## config.mk

```make
export PLATFORM = sky130hd
export DESIGN_NAME = wbuinarb
export DESIGN_NICKNAME = d
export VERILOG_FILES = /design/src/rtl/wbuinarb.sv
export SDC_FILE = /design/constraint.sdc
export NUM_CORES = 1
export LEC_CHECK = 0
export BUFFER_PORTS_ARGS = -buffer_cell sky130_fd_sc_hd__buf_2
export CAP_MARGIN = 20
export CORE_UTILIZATION = 35
export DETAILED_ROUTE_END_ITERATION = 7
export REMOVE_ABC_BUFFERS = 1
export SLEW_MARGIN = 20
export SYNTH_ARGS = -nofsm -noshare
export SYNTH_HDL_FRONTEND = slang
export SYNTH_SLANG_ARGS = --single-unit
```

## constraint.sdc

```tcl
create_clock -name i_clk -period 2.25 [get_ports i_clk]
set_clock_uncertainty 0.15 [all_clocks]
set_input_delay 0.225 -clock i_clk [delete_from_list [all_inputs] [get_ports i_clk]]
set_output_delay 0.225 -clock i_clk [all_outputs]
set_load 0.01 [all_outputs]
```

## src/rtl/wbuinarb.sv

```systemverilog
// Two-source byte arbiter in front of the debug-bus input chain; the grant stays
// locked to one source until it and the chain have been idle for TIMEOUT cycles.
// Define WBUINARB_SKID_EN for a registered output stage with a 1-entry skid buffer.
module wbuinarb #(
   parameter int TIMEOUT = 1024,
   localparam int LGTIMEOUT = $clog2(TIMEOUT)
) (
   input  logic       i_clk,
   input  logic       i_reset,
   input  logic       i_a_stb,
   output logic       o_a_busy,
   input  logic [7:0] i_a_byte,
   input  logic       i_b_stb,
   output logic       o_b_busy,
   input  logic [7:0] i_b_byte,
   output logic       o_stb,
   input  logic       i_busy,
   output logic [7:0] o_byte,
   input  logic       i_active,
   output logic       o_sel,
   output logic       o_owned
);

   typedef enum logic {IDLE, OWN} state_t;

   state_t               state, state_next;
   logic                 sel;
   logic                 last_winner;
   logic [LGTIMEOUT-1:0] count;
   logic                 owner_stb;
   logic [7:0]           owner_byte;
   logic                 owner_busy;
   logic                 pipe_busy;
   logic                 win;
   logic                 hold;
   logic                 release_now;

   always_comb begin
      owner_stb   = sel ? i_b_stb : i_a_stb;
      owner_byte  = sel ? i_b_byte : i_a_byte;
      win         = (i_a_stb && i_b_stb) ? !last_winner : i_b_stb;
      hold        = owner_stb || i_active || pipe_busy;
      release_now = (state == OWN) && !hold && (count == LGTIMEOUT'(TIMEOUT - 1));
      state_next  = state;
      case (state)
         IDLE:    if (i_a_stb || i_b_stb) state_next = OWN;
         OWN:     if (release_now) state_next = IDLE;
         default: state_next = IDLE;
      endcase
   end

   // Only the owner ever sees a non-stalled handshake.
   always_comb begin
      o_a_busy = 1'b1;
      o_b_busy = 1'b1;
      if (state == OWN) begin
         if (sel)
            o_b_busy = owner_busy;
         else
            o_a_busy = owner_busy;
      end
   end

   assign o_owned = (state == OWN);
   assign o_sel   = sel;

   always_ff @(posedge i_clk or posedge i_reset) begin
      if (i_reset) begin
         state       <= IDLE;
         sel         <= 1'b0;
         last_winner <= 1'b1;
         count       <= '0;
      end else begin
         state <= state_next;
         case (state)
            IDLE: begin
               count <= '0;
               if (i_a_stb || i_b_stb)
                  sel <= win;
            end
            OWN: begin
               if (release_now) begin
                  last_winner <= sel;
                  count       <= '0;
               end else if (hold)
                  count <= '0;
               else
                  count <= count + 1'b1;
            end
            default: count <= '0;
         endcase
      end
   end

`ifdef WBUINARB_SKID_EN
   logic       out_valid;
   logic [7:0] out_byte;
   logic       skid_valid;
   logic [7:0] skid_byte;
   logic       in_fire;

   assign in_fire    = (state == OWN) && owner_stb && !skid_valid;
   assign owner_busy = skid_valid;
   assign pipe_busy  = out_valid || skid_valid;
   assign o_stb      = out_valid;
   assign o_byte     = out_byte;

   // A byte accepted while the output register is stalled parks in the skid slot.
   always_ff @(posedge i_clk or posedge i_reset) begin
      if (i_reset) begin
         out_valid  <= 1'b0;
         out_byte   <= 8'h00;
         skid_valid <= 1'b0;
         skid_byte  <= 8'h00;
      end else if (!out_valid || !i_busy) begin
         if (skid_valid) begin
            out_valid  <= 1'b1;
            out_byte   <= skid_byte;
            skid_valid <= 1'b0;
         end else begin
            out_valid <= in_fire;
            if (in_fire)
               out_byte <= owner_byte;
         end
      end else if (in_fire) begin
         skid_valid <= 1'b1;
         skid_byte  <= owner_byte;
      end
   end
`else
   assign owner_busy = i_busy;
   assign pipe_busy  = 1'b0;
   assign o_stb      = (state == OWN) && owner_stb;
   assign o_byte     = (state == OWN) ? owner_byte : 8'h00;
`endif

endmodule

```

======== After elaboration in Yosys (flattened, before gate mapping) ========
Index checks and enable logic that the tools add are counted.
word-level totals
  bits of input ports ..................... 22
  bits in registers ....................... 13
  output and inout port bits .............. 13
  logic and storage cells ................. 31
cells by class
  multiplexer cells ....................... 14
  add/subtract/negate cells ............... 1
  reduce and logical (&&, ||, !) cells .... 10
  equal/unequal tests ..................... 1
  bitwise logic cells ..................... 1
operators with widths
  kind                                                             number
  10-bit 2-to-1 mux                                                2
  10-bit one-hot mux with 2 select lines                           1
  8-bit 2-to-1 mux                                                 2
  10-bit by 1-bit adder with 10-bit output, second input constant  1
  10-bit == test, second input constant                            1
  1-bit 2-to-1 mux                                                 8
  1-bit logical AND                                                4
  2-bit AND reduction                                              2
  1-bit logical NOT                                                2
  1-bit logical OR                                                 2
  1-bit one-hot mux with 2 select lines                            1
  1-bit inverter                                                   1

======== Longest topological paths before layout ========
  depth after elaboration ................. 7
  mapped depth ............................ 5
  depth with buffers taken out ............ 5

======== Worst setup path after synthesis ========
No wires, ideal clock.
  kind .................................... register to register
  start point ............................. reg sel, in the netlist o_sel
  end point ............................... reg last_winner
  path slack .............................. 0.697 ns
  clock period less this slack ............ 1.553 ns
  required time ........................... 2.018 ns
  stages on the path, launching flop included .. 5
  path buffers ............................ 0
  data arrival time ....................... 1.321 ns
  path through ............................ dfrtp_1 > mux2i_1 > nand3b_2 > nand2b_4 > mux2_4
between the ends
  cells in the longest elaborated chain, start to end .. 6
RTL lines
  what                             RTL line  source
  start: declaration               27        logic sel;
  start signal: assignment         79        sel <= win;
  1-bit 2-to-1 mux                 39        owner_stb = sel ? i_b_stb : i_a_stb;
  1-bit logical OR                 42        hold = owner_stb || i_active || pipe_busy;
  1-bit logical NOT                43        release_now = (state == OWN) && !hold && (count == LGTIMEOUT'(TIMEOUT - 1));
  1-bit logical AND (2 in series)  43
  2-bit AND reduction (no line)    n/a
  end signal: assignment           83        last_winner <= sel;
  end: declaration                 28        logic last_winner;
Several ways; a longest one is shown, not always the timed one.
A chain may end at the register's enable or synchronous reset.

======== Worst setup path in the final report ========
  start point ............................. reg state, in the netlist o_owned
  end point ............................... out o_a_busy
between the ends
  cells in the longest elaborated chain, start to end .. 1
RTL lines
  what                      RTL line  source
  start: declaration        26        state_t state, state_next;
  start signal: assignment  74        state <= state_next;
  1-bit 2-to-1 mux          56        if (state == OWN) begin
  end: declaration          11        output logic o_a_busy,
Every way passes these cells.

==> metrics.sh <==
YOSYS.CELL_COUNT.TOP_TYPE='sky130_fd_sc_hd__nor2_1'
INITIAL_CORE_UTIL=0.3800
FILLERS=197
R2R-END='last_winner$_DFFE_PP1P_'
SLEW_HEADROOM=0.6881
ANTENNA_VIOLATING_NETS_POST_ROUTE=0
NUM_IO_PINS=35
FINALSETUPVIOLCOUNT=0
CLOCK_TREE.BUFFER_DEPTH=2
PLEAK_nW=0.4811
FMAXACHIEVABLE_GHz=0.5569
POST-ROUTE-UTIL=0.5044
GRT_ANTENNA_BEFORE_REPAIR=0
FLOORPLAN.DIE_AREA_SQ_UM=2364
FIRST_PASS_ITERS=4
HOLD_PATH.STARTPOINT='i_b_stb'
WORST-ENDPOINT-REQUIRED_NS=1.88
WORST_R2R_STARTPOINT='count[0]$_DFF_PP0_'
WORST-SLEW-PIN-TRANSITION_NS=0.4674
SYNTHDOMINANTCELLAREASHARE=0.3947
WORST-SETUP-PATH-TYPE='flop to output pin'
HOLDPATHSTAGES=2
CP_MAX_FO=12
POST-DP-HPWL_MM=1.316
DRT-VIAS-PER-INSTANCE=4.719
CELL_COUNT_AFTER_SYNTHESIS=80
SYNTH.DISTINCT_CELLS=29
IR_DROP_uV=431.8
REG2REGPATHDEPTH=5
CTS_MAX_LEVEL=1
AREA_DELTA_SYNTH_FINAL_PCT=32.73
GRT_USAGE=0.1602
GRT_SETUP_UNREPAIRED='false'
CTS_SINKS=13
SYNTH_FF_TYPE='sky130_fd_sc_hd__dfrtp_1'
CORE_SQ_UM=2002
ANTENNA_CELLS=0
CLK_PIN_SLEW_NS=0.07
NETS_FINISH=143
CAP_VIOLATIONS=0
SETUP.WORST_PATH.START_CLASS='flop'
GRT_START_MAX_NET_PINS=14
TIMING.FINAL.CRIT_SHARE=0.7981
SYNTH_AREA_SQ_UM=760.7
PLACE.GP.CONGESTION=0.7179
SLEW_VIOLATIONS=0
SYNTH.AREA.TOP_CELLS='sky130_fd_sc_hd__dfrtp_1, sky130_fd_sc_hd__mux2i_1, sky130_fd_sc_hd__nor2_1'
DETAILEDROUTE.FIRSTITERATIONVIOLATIONS=7
GLOBAL_ROUTE_CONGESTION_OVERFLOW_TOTAL=0
SYNTH-SEQ-AREA-SHARE=0.4293
TIMING.REG2REG.SETUP_SLACK_NS=0.62
ARRIVAL_TIME_AT_THE_WORST_ENDPOINT_NS=1.42
ROUTED_WIRE_LENGTH_PER_INSTANCE_UM=11.49
GRT_FIRST_PASS_WIRELENGTH_MM=2.925
POSTSYNTHREGISTERBITS=13
POST-ROUTE-DRC-COUNT=0
SYN_AREA_PER_CELL_SQ_UM=9.509
SETUP.WORST_PATH.END_CLASS='output pin'
MIN_DELAY_WORST_ENDPOINT='o_owned$_DFF_PP0_'
YOSYSWARNINGS=0
FINAL_LAYOUT_SIZE_SUFFIX_GT1_FRAC=0.3613
FLOORPLAN.ROWS=16
CLK-INSERTION-DELAY-LATE_NS=0.27
CTS_RESIZED=0
TOTALWIRELENGTH_MM=1.677
NETLIST_TOP_CELLS_COUNT='sky130_fd_sc_hd__nor2_1, sky130_fd_sc_hd__dfrtp_1, sky130_fd_sc_hd__mux2i_1'
PORT_BUFFERS=34
POWER_PER_CELL_AREA_nW_PER_UM2=459.7
ROUTE.VIAS.TOTAL=689
CELL_TYPE_CONTRIBUTING_THE_MOST_TOTAL_CELL_AREA_AFTER_SYNTHESIS='sky130_fd_sc_hd__dfrtp_1'
VIAS_IN_THE_FIRST_GLOBAL_ROUTE=666
CTS-BUFFERS-INSERTED=3
OUTCOME='complete, no violations'
REPORT.FINAL.HOLD_VIOL_COUNT=0
DIE_W_UM=48.62
ASR_FLOP_RATIO_SYNTH=1.000
CTS_ROOT_BUF='sky130_fd_sc_hd__clkbuf_4'
SYNTH-EDFF-COUNT=0
HP-CLASS='primary input to flop'
DIE-HEIGHT_UM=48.62
TRITONCTS='yes'
TIMING.SETUP.TNS_NS=0
PERIOD_MINUS_SLACK_NS=1.796
[through the flow]
stage               power [W]  cell area [sq um]  instances  hold WS (ns)  setup slack (ns)
finish              0.0004642               1010        146       0.09028            0.4542
global route        0.0004940               1010        146       0.09150            0.3336
CTS                 0.0004697              999.7        145      0.007522            0.4344
detailed placement  0.0003292              963.4        140        0.1156            0.6135
global placement    0.0003274              963.4        140        0.1154            0.6650
floorplan           0.0002871              752.0         78      -0.04876            0.4281
[registers in the layout, summed over array words and instances (netlist names)]
name,flops
o_owned,1
last_winner,1
o_sel,1
count,10
[kinds of logic (layout without fill, tap and decap cells)]
group | count (synthesis) | count (layout) | synth area share
AND/OR/NAND/NOR | 36 | 36 | 0.2467
flip-flops | 13 | 13 | 0.4293
AO/OA/AOI/OAI | 10 | 10 | 0.08552
multiplexers | 10 | 10 | 0.1382
XOR/XNOR | 5 | 5 | 0.05758
buffers and inverters | 5 | 44 | 0.02630
adder cells (fa/ha/maj) | 1 | 1 | 0.01644
[cell type report]
class | count | area, sq um | share of cell area
timing repair buffer | 37 | 197.7 | 0.1958
tap | 27 | 33.78 | 0.03346
sequential | 13 | 326.6 | 0.3234
multi-input combinational | 62 | 414.1 | 0.4102
inverter | 3 | 11.26 | 0.01115
clock buffer | 4 | 26.28 | 0.02602
[worst max-delay path: stages (launching register included)]
cell	delay, ns
sky130_fd_sc_hd__dfrtp_1	0.42
sky130_fd_sc_hd__inv_1	0.20
sky130_fd_sc_hd__or3_1	0.39
sky130_fd_sc_hd__buf_2	0.15
[layer usage]
layer / track usage / up-vias / part of all wire
met2: 0.2639 / 8 / 0.51
met3: 0.04717 / 2 / 0.026
met4: 0.02941 / 0 / 0.0083
met5: 0 / - / 0
li1: - / 358 / -
met1: 0.2092 / 321 / 0.46
[worst max-delay path by stage]
| stage | from | end | slack (ns) |
|---|---|---|---|
| finish | o_owned$_DFF_PP0_ | o_a_busy | 0.45 |
| global route | o_owned$_DFF_PP0_ | o_a_busy | 0.33 |
| CTS | o_owned$_DFF_PP0_ | o_a_busy | 0.43 |
| detailed placement | count[0]$_DFF_PP0_ | last_winner$_DFFE_PP1P_ | 0.61 |
| global placement | count[0]$_DFF_PP0_ | last_winner$_DFFE_PP1P_ | 0.67 |
| floorplan | o_sel$_DFFE_PP0P_ | last_winner$_DFFE_PP1P_ | 0.43 |
[placed cells by master (no fill, tap or decap), drive strengths merged]
cell	n
buf	35
nor2	17
dfrtp	12
mux2i	9
nand3	4
clkbuf	4
xnor2	3
inv	3
nor3	3
nand2	2
and3	2
xor2	2
o21ai	2
or3	2
a21oi	2
a31oi	2
a211oi	2
dlygate4sd3	2
nand3b	2
nand2b	2
nand4	1
or2	1
a41oi	1
o31a	1
mux2	1
ha	1
dfstp	1
[what timing repair did]
| item | 4_1_cts | 5_1_grt |
|---|---|---|
| endpoints found under the hold margin | 12 | 1 |
| setup buffers | 0 | 0 |
| hold buffers | 1 | 1 |
[where the power goes]
part	switching [W]	leakage (nW)	internal (W)
clock	0.0000693	0.0150	0.0000687
combinational	0.0000437	0.295	0.0000430
sequential	0.00000269	0.171	0.000237
total	0.000116	0.481	0.000348
Note: power is estimated with default switching activity, not from simulation.
